`config.mk`:
```
export PLATFORM = sky130hd
export DESIGN_NAME = sap_microsequencer
export DESIGN_NICKNAME = d
export VERILOG_FILES = /design/src/rtl/sap_microsequencer.sv
export SDC_FILE = /design/constraint.sdc
export NUM_CORES = 1
export LEC_CHECK = 0
export ABC_AREA = 1
export BUFFER_PORTS_ARGS = -buffer_cell sky130_fd_sc_hd__buf_2
export CORE_MARGIN = 1
export CORE_UTILIZATION = 47
export DETAILED_ROUTE_END_ITERATION = 12
export HOLD_SLACK_MARGIN = 0.02
export PLACE_DENSITY = 0.72
export SYNTH_ARGS = -nofsm -noshare
export SYNTH_HDL_FRONTEND = slang
export SYNTH_SLANG_ARGS = --single-unit
```
`constraint.sdc`:
```
create_clock -name clk -period 1.3 [get_ports clk]
set_input_delay 0.26 -clock clk [delete_from_list [all_inputs] [get_ports clk]]
set_output_delay 0.26 -clock clk [all_outputs]
set_load 0.02 [all_outputs]
```
`src/rtl/sap_microsequencer.sv`:
```
// SAP-1 control sequencer: fetch T0-T2, variable-length execute T3-T5, MUL/DIV stall with timeout, sticky HALT.
// Optional single-step gating of state advance when SAP_SEQ_STEP_EN is defined.
module sap_microsequencer #(
   parameter int OPC_W     = 4,
   parameter int CW_W      = 14,
   parameter int STALL_MAX = 15
) (
   input  logic             clk,
   input  logic             rst,
`ifdef SAP_SEQ_STEP_EN
   input  logic             step,
`endif
   input  logic [OPC_W-1:0] opcode,
   input  logic             unit_done,
   output logic [CW_W-1:0]  out,
   output logic [2:0]       tstate,
   output logic             instr_done,
   output logic             halted,
   output logic             stall_err
);

   localparam logic [13:0] DIV_EN   = 14'h2000;
   localparam logic [13:0] MUL_EN   = 14'h1000;
   localparam logic [13:0] HLT      = 14'h0800;
   localparam logic [13:0] PC_INC   = 14'h0400;
   localparam logic [13:0] PC_EN    = 14'h0200;
   localparam logic [13:0] MEM_LOAD = 14'h0100;
   localparam logic [13:0] MEM_EN   = 14'h0080;
   localparam logic [13:0] IR_LOAD  = 14'h0040;
   localparam logic [13:0] IR_EN    = 14'h0020;
   localparam logic [13:0] A_LOAD   = 14'h0010;
   localparam logic [13:0] B_LOAD   = 14'h0004;
   localparam logic [13:0] SUB      = 14'h0002;
   localparam logic [13:0] ADDER_EN = 14'h0001;

   typedef enum logic [2:0] {
      T0 = 3'd0, T1 = 3'd1, T2 = 3'd2, T3 = 3'd3, T4 = 3'd4, T5 = 3'd5, HALT = 3'd7
   } state_t;

   typedef enum logic [2:0] {
      OP_LDA, OP_ADD, OP_SUB, OP_MUL, OP_DIV, OP_HLT, OP_NOP
   } op_t;

   state_t           state, nxt;
   logic [OPC_W-1:0] op_q;
   logic [7:0]       stall_cnt, cnt_nxt;
   logic [13:0]      cw;
   logic             done, err_set, adv;
   op_t              op_live, op_reg;

   function automatic op_t classify(input logic [OPC_W-1:0] op);
      if (op == '1)                 return OP_HLT;
      else if (op == OPC_W'(0))     return OP_LDA;
      else if (op == OPC_W'(1))     return OP_ADD;
      else if (op == OPC_W'(2))     return OP_SUB;
      else if (op == OPC_W'(3))     return OP_MUL;
      else if (op == OPC_W'(4))     return OP_DIV;
      else                          return OP_NOP;
   endfunction

`ifdef SAP_SEQ_STEP_EN
   assign adv = step;
`else
   assign adv = 1'b1;
`endif

   assign op_live = classify(opcode);
   assign op_reg  = classify(op_q);

   // Outputs are decoded from registered state plus live opcode/unit_done, not registered.
   always_comb begin
      cw      = '0;
      done    = 1'b0;
      err_set = 1'b0;
      nxt     = state;
      cnt_nxt = stall_cnt;
      case (state)
         T0: begin cw = PC_EN | MEM_LOAD; nxt = T1; end
         T1: begin cw = PC_INC;           nxt = T2; end
         T2: begin cw = MEM_EN | IR_LOAD; nxt = T3; end
         T3: begin
            if (op_live == OP_HLT) begin
               cw  = HLT;
               nxt = HALT;
            end else if (op_live == OP_NOP) begin
               done = 1'b1;
               nxt  = T0;
            end else begin
               cw  = IR_EN | MEM_LOAD;
               nxt = T4;
            end
         end
         T4: begin
            if (op_reg == OP_LDA) begin
               cw   = MEM_EN | A_LOAD;
               done = 1'b1;
               nxt  = T0;
            end else if (op_reg == OP_ADD || op_reg == OP_SUB ||
                         op_reg == OP_MUL || op_reg == OP_DIV) begin
               cw  = MEM_EN | B_LOAD;
               nxt = T5;
            end else begin
               nxt = T0;
            end
         end
         T5: begin
            if (op_reg == OP_ADD || op_reg == OP_SUB) begin
               cw   = ADDER_EN | A_LOAD | ((op_reg == OP_SUB) ? SUB : 14'h0000);
               done = 1'b1;
               nxt  = T0;
            end else if (op_reg == OP_MUL || op_reg == OP_DIV) begin
               cw = (op_reg == OP_MUL) ? MUL_EN : DIV_EN;
               if (unit_done) begin
                  cw      = cw | A_LOAD;
                  done    = 1'b1;
                  nxt     = T0;
                  cnt_nxt = '0;
               end else if (stall_cnt == 8'(STALL_MAX - 1)) begin
                  done    = 1'b1;
                  err_set = 1'b1;
                  nxt     = T0;
                  cnt_nxt = '0;
               end else begin
                  cnt_nxt = stall_cnt + 8'd1;
               end
            end else begin
               nxt     = T0;
               cnt_nxt = '0;
            end
         end
         HALT:    begin cw = HLT; nxt = HALT; end
         default: nxt = T0;
      endcase
   end

   always_ff @(posedge clk) begin
      if (rst) begin
         state     <= T0;
         op_q      <= '0;
         stall_cnt <= '0;
         halted    <= 1'b0;
         stall_err <= 1'b0;
      end else if (adv) begin
         state     <= nxt;
         stall_cnt <= cnt_nxt;
         if (state == T3) op_q <= opcode;
         if (nxt == HALT) halted <= 1'b1;
         if (err_set) stall_err <= 1'b1;
      end
   end

   assign out        = rst ? '0 : CW_W'(cw);
   assign instr_done = rst ? 1'b0 : done;
   assign tstate     = state;

endmodule

```
==> results.md, run 1 <==
- Status: stopped before the end
- Boundary Pins: 27
- Xor-xnor portion of the synthesized cell area: 0%
- Flops & latches, synth: 17
- Largest net degree at the start of global routing: 14
- Mapped Area: between 1000 and 1500 sq um
- Port Buffers: 25
- Final GP Congestion: just over 0.8
- Mapped Cells: around 190
- Synth cell types: 24
- CTS buffer count: 3
- Post-synthesis sequential area ratio: 29.3%
- Num rows: 17
- TritonCTS Sinks: 17
- Async S/R FF share, synth: 0%
- Mux contribution to synthesized area: 0%
- Compound-Gate Fraction of Synth Area: 12.7%
- Die Width: 51.7 um
- Largest family of logic cells by synthesized area: simple AND/OR/NAND/NOR gates
- Last stage reached: 5_1_grt
- Clk buf depth: 2
- Mean Syn Cell Area: roughly 6.0 sq um
- H-tree depth: 1
- Post-synth EDFFs: 0
- Final HPWL DP: between 2000 and 2500 um
- Starting density of the core: between 50% and 60%
- Primary FF master, synth: dfxtp_1
- Die Y: 51.7 um
- CTS root buf: clkbuf_4
- Worst EP post-GRT repair: instr_done
- Simple-gate share of the synthesized area: between 40% and 50%
- Post-Synth Adder-Cell Area: approximately 2.2%
- Ys Warns: 0
- WEP type: output port
- Synthesized Nets: approximately 200
- First error: [ERROR DPL-0038] Utilization greater than 100%, impossible to legalize
cell families after synthesis:
| group | count (synthesis) |
|---|---|
| buffers and inverters | 34 |
| AND/OR/NAND/NOR | 110 |
| adder cells (fa/ha/maj) | 2 |
| AO/OA/AOI/OAI | 28 |
| flip-flops | 17 |
| other | 1 |
synth_stat cells, types with 2 or more instances:
master,instances,area share (%)
nand3_2,3,2.6
nor3_2,2,1.7
nor2_1,38,12
a31oi_1,2,1.1
ha_1,2,2.2
o21ai_0,9,3.9
a21oi_1,13,5.6
nor2_2,4,2.2
nand3_1,17,7.3
o21bai_1,2,1.3
inv_1,29,9.4
o21ai_1,2,0.86
dfxtp_1,17,29
nand2_1,37,12
clkbuf_1,2,0.65
nor3_1,2,0.86
nand4_1,2,1.1
nand2_2,3,1.6
metrics by stage:
step	worst slack [ns]	instance area, sq um	hold slack, ns	cells	utilization [%]
after floorplan	-0.0965	1250	0.320	192	-
after global placement	-0.192	1680	0.436	279	73.7
after detailed placement	-0.200	1680	0.447	279	73.7
after CTS	-0.484	2190	0.256	303	96.2
timing repair:
item | in CTS
cloned | 0
setup endpoints to repair | 23
gates resized for setup | 99
setup buffers | 25
pin swaps | 38
hold buffers | 0
==> inputs of run 2 (changes only) <==
Settings changed: CORE_AREA set to 2 2 63 65, CORE_MARGIN 1 to unset, CORE_UTILIZATION 47 to unset, DIE_AREA set to 0 0 65 67, HOLD_SLACK_MARGIN 0.02 to unset, PLACE_DENSITY 0.72 to unset, PLACE_DENSITY_LB_ADDON set to 0.15.
Clock period 1.3 ns to 1.7 ns, I/O delays scaled along.
==> run 2 against run 1 <==
Effect of this change: the flow now finishes, with violations (setup timing); area after synthesis unchanged; synthesized cell count unchanged.
==> results.md, run 2 <==
- Final HPWL DP: 2350 um (-4.7%)
- Initial drt markers: 66
- R2r worst-path depth: 13
- Crit Path Category: reg -> out
- Largest Register: stall_cnt
- Worst-Skew Late Latency: around 0.25 ns
- Setup-failing EPs final: 4
- Final Hold Fails: 0
- Routed wire per std cell: 10.9 um
- Post-synth EDFFs: 0 (unchanged)
- Synth cell count leaders: nor2_1 (38), nand2_1 (37), inv_1 (29), dfxtp_1 (17), nand3_1 (17)
- Area fraction of the dominant cell type after synthesis: 29.3% (unchanged)
- Die Y: 67 um (+30%)
- Commonest non-fill, non-tap cell in the layout: nor2_1
- Worst endpoint required time: ~1.4 ns
- Most common cell in the netlist: nor2_1
- First-pass GRT wire length: between 5000 and 6000 um
- Multi-input gate area: ~820 sq um
- Area leader, netlist: dfxtp_1
- Worst hold slack: roughly 0.34 ns
- Async S/R FF share, synth: 0% (unchanged)
- Worst R2R Start: op_q[2]
- Failing checks: setup timing
- Number of global-route vias before repair: approximately 1200
- Post-synthesis sequential area ratio: 29.3% (unchanged)
- Final GP Congestion: 0.799 (-3.1%)
- Initial antenna violation count: 0
- Maximum resistive drop on vdd: 0.000314 V
- R2r setup slk: 0.08 ns
- Synth cell types: 24 (unchanged)
- Boundary Pins: 27 (unchanged)
- Hold Path Depth: 2
- CTS root buf: clkbuf_8
- Filler cells: ~380
- Power per cell area: around 620 nW/um^2
- Hold/Removal Path Class: in -> reg
- Total gr overflow: 0
- Clk slew on worst S/H paths: ~0.07 ns
- Final period util: 106%
- H-tree depth: 1 (unchanged)
- Max Cap Viol: 0
- Mapped Area: 1160 sq um (unchanged)
- WL final: ~3200 um
- Min-Delay Endpoint: tstate[1]
- Flops & latches, synth: 17 (unchanged)
- Worst reg2reg endpoint: stall_cnt[2]
- Mapped Cells: 192 (unchanged)
- CTS tree: built
- Crit. End Element: output pin
- Largest cells by area after synthesis: dfxtp_1 (29%), nor2_1 (12%), nand2_1 (12%)
- Area post-placement: 1440 sq um (-14%)
- Sequential cell area: 364 sq um
- Commonest non-fill, non-tap cells in the layout: nor2_1 (33), nand2_1 (31), buf_4 (29)
- Data arrival, critical path: approximately 1.5 ns
- CP Max Fanout: 3
- Vias per inst: about 4.6
- CP startpoint kind: flip-flop
- TritonCTS Sinks: 17 (unchanged)
- Design area: approximately 1800 sq um
- Max Freq: ~550 MHz
- Antenna fix cells: 0
- Min-delay src: rst
- Starting density of the core: 32.2% (-19 points)
- Vias: around 1300
- Hold buffers post-CTS: 0 (unchanged)
- Final nets: approximately 250
- Max-slew violation count: 0
- Synthesized Nets: 201 (unchanged)
- Die Width: 65 um (+26%)
- Gr usage total: 15.7%
- Full die area: between 4000 and 5000 sq um
- Status: finished with violations
- Setup ws final: -0.110 ns
- P_leak: roughly 0.81 nW
- CTS buffer count: 3 (unchanged)
- Layout cells sized above 1: between 40 and 50%
- Minimum clock period: ~1.8 ns
- Largest net degree at the start of global routing: 13
- Clk buf depth: 2 (unchanged)
- DRC Markers: 0
- Port Buffers: 25 (unchanged)
- Remaining antenna violation count: 0
- Primary FF master, synth: dfxtp_1
- RSZ-0062 raised after global routing: yes
- Mean Syn Cell Area: 6.05 sq um (unchanged)
- Ys Warns: 0 (unchanged)
- Core area: roughly 3600 sq um
- Drt pass-1 iters: 4
- Max FFs per register: 8
- Layout area overhead: 52.3%
- Num rows: 22 (+5)
- Clock Skew: 0.00150 ns
run 2: cell counts after synthesis:
No cell type changed its count.
run 2: critical path: stages (launching register included):
cell	delay [ns]
dfxtp_4	0.37
inv_4	0.06
nand2_2	0.05
nor2_4	0.16
buf_6	0.11
buf_6	0.09
o21ai_4	0.07
a31oi_4	0.17
buf_6	0.14
run 2: area by class of cell:
type                       instances  share of cell area [%]
tap                               48                    3.40
clock inverter                     1                   0.283
clock buffer                       3                    2.34
sequential                        17                    20.6
multi-input combinational        141                    46.5
inverter                          31                    6.86
timing repair buffer              50                    20.0
run 2: cell families after synthesis:
group,count (synthesis),share of synthesized area (%)
flip-flops,17,29.3
AND/OR/NAND/NOR,110,44.1
buffers and inverters,34,11.4
AO/OA/AOI/OAI,28,12.7
adder cells (fa/ha/maj),2,2.15
other,1,0.323
run 2: worst max path at each step:
stage / from / endpoint / depth (start not counted)
finish: op_q[3] / out[7] / 8
global placement: op_q[1] / instr_done / 10
global route: stall_cnt[0] / instr_done / 9
floorplan: tstate[0] / out[8] / 4
detailed placement: op_q[1] / instr_done / 10
CTS: stall_cnt[0] / instr_done / 9
run 2: timing repair:
item | CTS | global route
pin swaps | 12 | 15
endpoints found under the setup margin | 11 | 14
setup buffers | 7 | 6
resized for setup | 37 | 29
run 2: power breakdown:
| part | total, mW | internal (mW) | switching, mW | leakage, nW |
|---|---|---|---|---|
| Clock | 0.309 | 0.163 | 0.147 | 0.0255 |
| Sequential | 0.456 | 0.420 | 0.0364 | 0.143 |
| Combinational | 0.339 | 0.144 | 0.196 | 0.645 |
| Total | 1.10 | 0.726 | 0.379 | 0.813 |
run 2: per-layer routing:
layer | routed length [um] | global-route usage, % | vias to the layer above
met3 | 104 | 2.87 | 5
met1 | 1510 | 19.4 | 608
met4 | 40 | 6.12 | 0
li1 | - | - | 706
met2 | 1520 | 27.1 | 19
met5 | 0 | 0 | -
run 2: through the flow:
| stage | power [mW] | TNS [ns] | worst slack [ns] | cells | utilization (%) |
|---|---|---|---|---|---|
| floorplan | 0.615 | 0 | 0.0395 | 192 | - |
| global placement | 0.699 | 0 | 0.0288 | 275 | 40.0 |
| detailed placement | 0.696 | 0 | 0.0376 | 275 | 40.0 |
| CTS | 1.05 | -0.404 | -0.140 | 285 | 45.1 |
| global route | 1.17 | -0.692 | -0.195 | 291 | 49.0 |
| finish | 1.10 | -0.386 | -0.110 | 291 | 49.0 |
(Power assumes the default switching activity.)
==> inputs of run 3 (changes only) <==
Settings changed: BUFFER_PORTS_ARGS -buffer_cell sky130_fd_sc_hd__buf_2 to unset, DONT_BUFFER_PORTS set to 1.
==> run 3 against run 2 <==
Effect of this change: global-route usage grew 1.7 points; largest power group unchanged; utilization fell by 1.7 points; sequential power about the same; clock skew rose by 0.0026 ns; count of clock-buffer cells in the layout did not move; fmax increased by 1.6%; the run still ends with setup timing left; combinational power barely moved; register-to-register slack improved by 0.13 ns.
==> results.md, run 3 (synthesis results as in run 2) <==
- Status: finished with violations
- Failing checks: setup timing
- CTS buffer count: 3 (unchanged)
- Worst endpoint required time: 1.36 ns (about the same)
- Layout area overhead: 47.1%
- P_leak: 0.741 nW (-8.8%)
- Num rows: 22 (unchanged)
- Remaining antenna violation count: 0 (unchanged)
- RSZ-0062 raised after global routing: yes
- Commonest non-fill, non-tap cells in the layout: nor2_1 (33), nand2_1 (31), buf_4 (31)
- Initial drt markers: 52 (-21%)
- WL final: 3470 um (+9.3%)
- Internal power: 0.723 mW (-0.41%)
- CP Max Fanout: 4 (+1)
- Total gr overflow: 0 (unchanged)
- CP startpoint kind: flip-flop
- Crit Path Category: reg -> out
- Fin cells: 277 (-4.8%)
- Port Buffers: 0 (-100%)
- Largest net degree at the start of global routing: 17 (+4)
- Design area: 1710 sq um (-3.4%)
- Routed wire per std cell: 12.5 um (+15%)
- H-tree depth: 1 (unchanged)
- Setup-failing EPs final: 3 (-1)
- Initial antenna violation count: 0 (unchanged)
- Gr usage total: 17.4% (+1.7 points)
- First-pass GRT wire length: 5760 um (+8.9%)
- Vias: 1334 (-0.30%)
- Max Cap Viol: 0 (unchanged)
- Sw frac: 34.6% (+0.31 points)
- Final core utilization: 47.4% (-1.7 points)
- Setup ws final: -0.0821 ns (+0.0280 ns)
- Placed cell count: 260 (-5.5%)
- Hold Path Depth: 1 (-1)
- Core area: 3610 sq um (unchanged)
- TritonCTS Sinks: 17 (unchanged)
- Die Y: 67 um (unchanged)
- Data arrival, critical path: 1.44 ns (-0.03 ns)
- Crit. End Element: output pin
- Combinational fraction of design power: 30.4% (-0.3 points)
- Final HPWL DP: 2430 um (+3.6%)
- CTS root buf: clkbuf_8
- Largest Register: stall_cnt
- Clock Skew: 0.00414 ns (+0.00264 ns)
- Max FFs per register: 8 (unchanged)
- Hold/Removal Path Class: in -> reg
- Power per cell area: 647 nW/um^2 (+3.6%)
- Worst-Skew Late Latency: 0.26 ns (about the same)
- Vias per inst: 4.82 (+4.7%)
- Tot Pwr: 1.11 mW (about the same)
- Drt pass-1 iters: 4 (unchanged)
- R2r worst-path depth: 11 (-2)
- Boundary Pins: 27 (unchanged)
- Die Width: 65 um (unchanged)
- Final period util: 105% (-1.6 points)
- Hold buffers post-CTS: 0 (unchanged)
- Max Freq: 561 MHz (+1.6%)
- Full die area: 4360 sq um (unchanged)
- Clock power share: 28.6% (+0.6 points)
- Max-slew violation count: 0 (unchanged)
- CTS tree: built
- Area post-placement: 1390 sq um (-3.5%)
- Maximum resistive drop on vdd: 0.000264 V (-16%)
- Final GP Congestion: 0.819 (+2.4%)
- Clk buf depth: 2 (unchanged)
- Psw: 0.382 mW (+0.96%)
- Final nets: 239 (-5.5%)
- Minimum clock period: 1.78 ns (-0.0280 ns)
- DRC Markers: 0 (unchanged)
- Antenna fix cells: 0 (unchanged)
- Layout cells sized above 1: 41.9% (-2.1 points)
- Clk slew on worst S/H paths: 0.07 ns (about the same)
- Starting density of the core: 32.2% (unchanged)
- Number of global-route vias before repair: 1337 (+9.2%)
- Final Hold Fails: 0 (unchanged)
- Sequential power share: 41.0% (-0.3 points)
- Worst hold slack: 0.132 ns (-0.205 ns)
- Commonest non-fill, non-tap cell in the layout: nor2_1
[run 3: changes by cell type in the layout (fill, tap and decap cells not counted), moves of 3 or more]
cell	previous run	this run
dfxtp_2	4	7
buf_2	16	0
inv_2	9	12
inv_1	20	17
[run 3: critical path, stage by stage, from the launching register on]
cell and delay (ns):
dfxtp_2 0.33, inv_2 0.09, nand2_2 0.07, nor2_4 0.15, inv_2 0.06, nand2_2 0.07, nand2_1 0.05, nand2_1 0.07
nand2_2 0.07, a21oi_4 0.20
[run 3: worst paths after layout]
path,to,from,slack (ns)
hold reg to reg,op_q[2],op_q[2],0.51
setup / recovery,instr_done,op_q[1],-0.08
hold / removal,stall_cnt[1],rst,0.13
setup reg to reg,tstate[2],op_q[1],0.21
[run 3: routing by layer]
| metal | share of wire, % | vias to the layer above | track usage [%] |
|---|---|---|---|
| li1 | - | 682 | - |
| met3 | 3.3 | 5 | 2.70 |
| met2 | 52 | 25 | 32.3 |
| met4 | 1.7 | 0 | 9.31 |
| met5 | 0 | - | 0 |
| met1 | 43 | 622 | 18.8 |
[run 3: area by class of cell]
type,count,area (sq um)
tap,48,60.1
clock buffer,3,41.3
multi-input combinational,141,828
timing repair buffer,36,289
fill,388,1900
sequential,17,360
clock inverter,1,5.00
inverter,31,124
[run 3: metrics by stage]
step	TNS [ns]	setup slack, ns
final	-0.161	-0.0821
after global routing	-0.507	-0.183
after CTS	-0.268	-0.103
after detailed placement	0	0.0305
after global placement	0	0.0581
after floorplan	0	0.0395
[run 3: what timing repair did]
action,CTS,global route
pin swaps,13,10
setup buffers,9,4
setup endpoints to repair,11,11
endpoints found under the hold margin,0,0
resized for setup,45,15
[run 3: power groups by stage]
stage                     clock [mW]  combinational [mW]  sequential, mW
after global placement             0               0.241           0.444
after global routing           0.340               0.369           0.455
after floorplan                    0               0.159           0.456
after CTS                      0.326               0.300           0.448
after detailed placement           0               0.244           0.444
final                          0.317               0.336           0.453
==> inputs of run 4 (changes only) <==
Settings changed: CORE_AREA 2 2 63 65 to unset, CORE_MARGIN set to 1, CORE_UTILIZATION set to 25, DIE_AREA 0 0 65 67 to unset, SETUP_SLACK_MARGIN set to 0.5.
==> run 4 against run 3 <==
Effect of this change: the flow still finishes with violations (setup timing); critical path depth shrank 1; worst hold slack lost 0.0081 ns; utilization shrank 3.7 points; sequential power is essentially flat.
==> results.md, run 4 (synthesis results as in run 2) <==
- Status: finished with violations
- Failing checks: setup timing
- Boundary Pins: 27 (unchanged)
- R2r worst-path depth: 11 (unchanged)
- Worst hold slack: 0.124 ns (-0.00809 ns)
- Vias per inst: 4.79 (-0.54%)
- Maximum resistive drop on vdd: 0.000421 V (+59%)
- Crit. End Element: output pin
- Placed cell count: 248 (-4.6%)
- Data arrival, critical path: 1.49 ns (+0.05 ns)
- Initial drt markers: 56 (+7.7%)
- Antenna fix cells: 0 (unchanged)
- Full die area: 4920 sq um (+13%)
- Worst reg2reg endpoint: stall_cnt[7]
- Setup_tns: -0.495 ns (-0.334 ns)
- Min-Delay Endpoint: stall_cnt[1]
- WL final: 3640 um (+4.9%)
- Starting density of the core: 26.3% (-5.9 points)
- Layout area overhead: 65.8%
- CP Max Fanout: 2 (-2)
- Commonest non-fill, non-tap cell in the layout: nand2_1
- Largest net degree at the start of global routing: 17 (unchanged)
- R2r setup slk: 0.13 ns (-0.08 ns)
- Clk slew on worst S/H paths: 0.07 ns (about the same)
- Hold buffers post-CTS: 0 (unchanged)
- Routed wire per std cell: 13.4 um (+7.3%)
- Sequential cell area: 369 sq um (+2.4%)
- Core area: 4410 sq um (+22%)
- Fin cells: 271 (-2.2%)
- Layout cells sized above 1: 54.8% (+13 points)
- Max Freq: 548 MHz (-2.4%)
- DRC Markers: 0 (unchanged)
- Final period util: 107% (+2.5 points)
- RSZ-0062 raised after global routing: yes
- Remaining antenna violation count: 0 (unchanged)
- Clock Skew: 0.00150 ns (-0.00264 ns)
- Multi-input gate area: 1080 sq um (+30%)
- Max Cap Viol: 0 (unchanged)
- Commonest non-fill, non-tap cells in the layout: nand2_1 (23), nor2_1 (20), nor2_4 (16), inv_1 (16), buf_4 (15)
- Design area: 1930 sq um (+13%)
- Die Y: 70.2 um (+4.7%)
- Drt pass-1 iters: 4 (unchanged)
- Power per cell area: 587 nW/um^2 (-9.4%)
- CTS tree: built
- Max-slew violation count: 0 (unchanged)
- Gr usage total: 14.9% (-2.5 points)
- Final core utilization: 43.6% (-3.7 points)
- Largest Register: stall_cnt
- Tot Pwr: 1.13 mW (+2.2%)
- Final Hold Fails: 0 (unchanged)
- Clk buf depth: 2 (unchanged)
- Final GP Congestion: 0.766 (-6.5%)
- CTS root buf: clkbuf_8
- Max FFs per register: 8 (unchanged)
- Final nets: 229 (-4.2%)
- Pre-CTS WS: 0.0579 ns (+0.0275 ns)
- Minimum clock period: 1.83 ns (+0.0431 ns)
- Filler cells: 460 (+19%)
- Crit Path Category: reg -> out
- Vias: 1298 (-2.7%)
- First-pass GRT wire length: 5780 um (+0.24%)
- CTS buffer count: 3 (unchanged)
- Port Buffers: 0 (unchanged)
- H-tree depth: 1 (unchanged)
- CP startpoint kind: flip-flop
- Die Width: 70.2 um (+7.9%)
- Worst endpoint required time: 1.36 ns (about the same)
- Number of global-route vias before repair: 1234 (-7.7%)
- Initial antenna violation count: 0 (unchanged)
- Total gr overflow: 0 (unchanged)
- Worst R2R Start: tstate[0]
- Min-delay src: rst
- Setup ws final: -0.125 ns (-0.0431 ns)
- Hold Path Depth: 1 (unchanged)
- Worst-Skew Late Latency: 0.26 ns (about the same)
- Final HPWL DP: 2450 um (+0.58%)
- Area post-placement: 1440 sq um (+3.3%)
- Setup-failing EPs final: 5 (+2)
- P_leak: 0.745 nW (+0.46%)
- Hold/Removal Path Class: in -> reg
- Num rows: 24 (+9.1%)
- TritonCTS Sinks: 17 (unchanged)
## run 4: cell count changes in the layout (fill, tap and decap cells not counted), moves of 5 or more
cell,delta
nand2_1,-8
buf_4,-16
nand3_1,-8
dfxtp_2,-5
nand3_2,+5
nor2_4,+9
nor2_1,-13
## run 4: layout make-up
class                      instances  share of cell area, %
clock buffer                       3                   2.14
sequential                        17                   19.2
clock inverter                     1                  0.260
timing repair buffer              25                   12.2
tap                               52                   3.38
inverter                          31                   6.82
multi-input combinational        142                   56.1
## run 4: routing by layer
metal / vias to the layer above / track usage (%) / part of all wire [%]
met4: 0 / 4.00 / 0.88
met1: 608 / 17.5 / 42
met2: 18 / 26.5 / 54
li1: 668 / - / -
met5: - / 0 / 0
met3: 4 / 4.18 / 3.8
## run 4: critical path: stages, from the launching register on
cell      delay (ns)
dfxtp_2         0.33
inv_2           0.07
ha_4            0.13
nand3_4         0.08
o21bai_1        0.17
nand2_1         0.07
nand2_1         0.07
nand2_2         0.08
a21oi_4         0.22
## run 4: timing repair
| item | CTS | global route |
|---|---|---|
| setup endpoints to repair | 28 | 28 |
| pin swaps | 17 | 20 |
| setup buffers | 8 | 10 |
| gates resized for setup | 41 | 37 |
| gates cloned | 1 | 0 |
## run 4: worst max-delay path by stage
stage / start / slack, ns / depth (start not counted) / end
finish: stall_cnt[0] / -0.13 / 8 / instr_done
detailed placement: op_q[3] / 0.06 / 9 / instr_done
CTS: tstate[2] / -0.11 / 6 / out[7]
global route: op_q[3] / -0.21 / 7 / out[4]
floorplan: stall_cnt[0] / 0.22 / 8 / instr_done
global placement: op_q[3] / 0.04 / 9 / instr_done
## run 4: where the power goes
part           total, mW  internal, mW  leakage (nW)  switching (mW)
clock              0.322         0.163        0.0255           0.159
combinational      0.351         0.138         0.575           0.213
sequential         0.456         0.417         0.144          0.0394
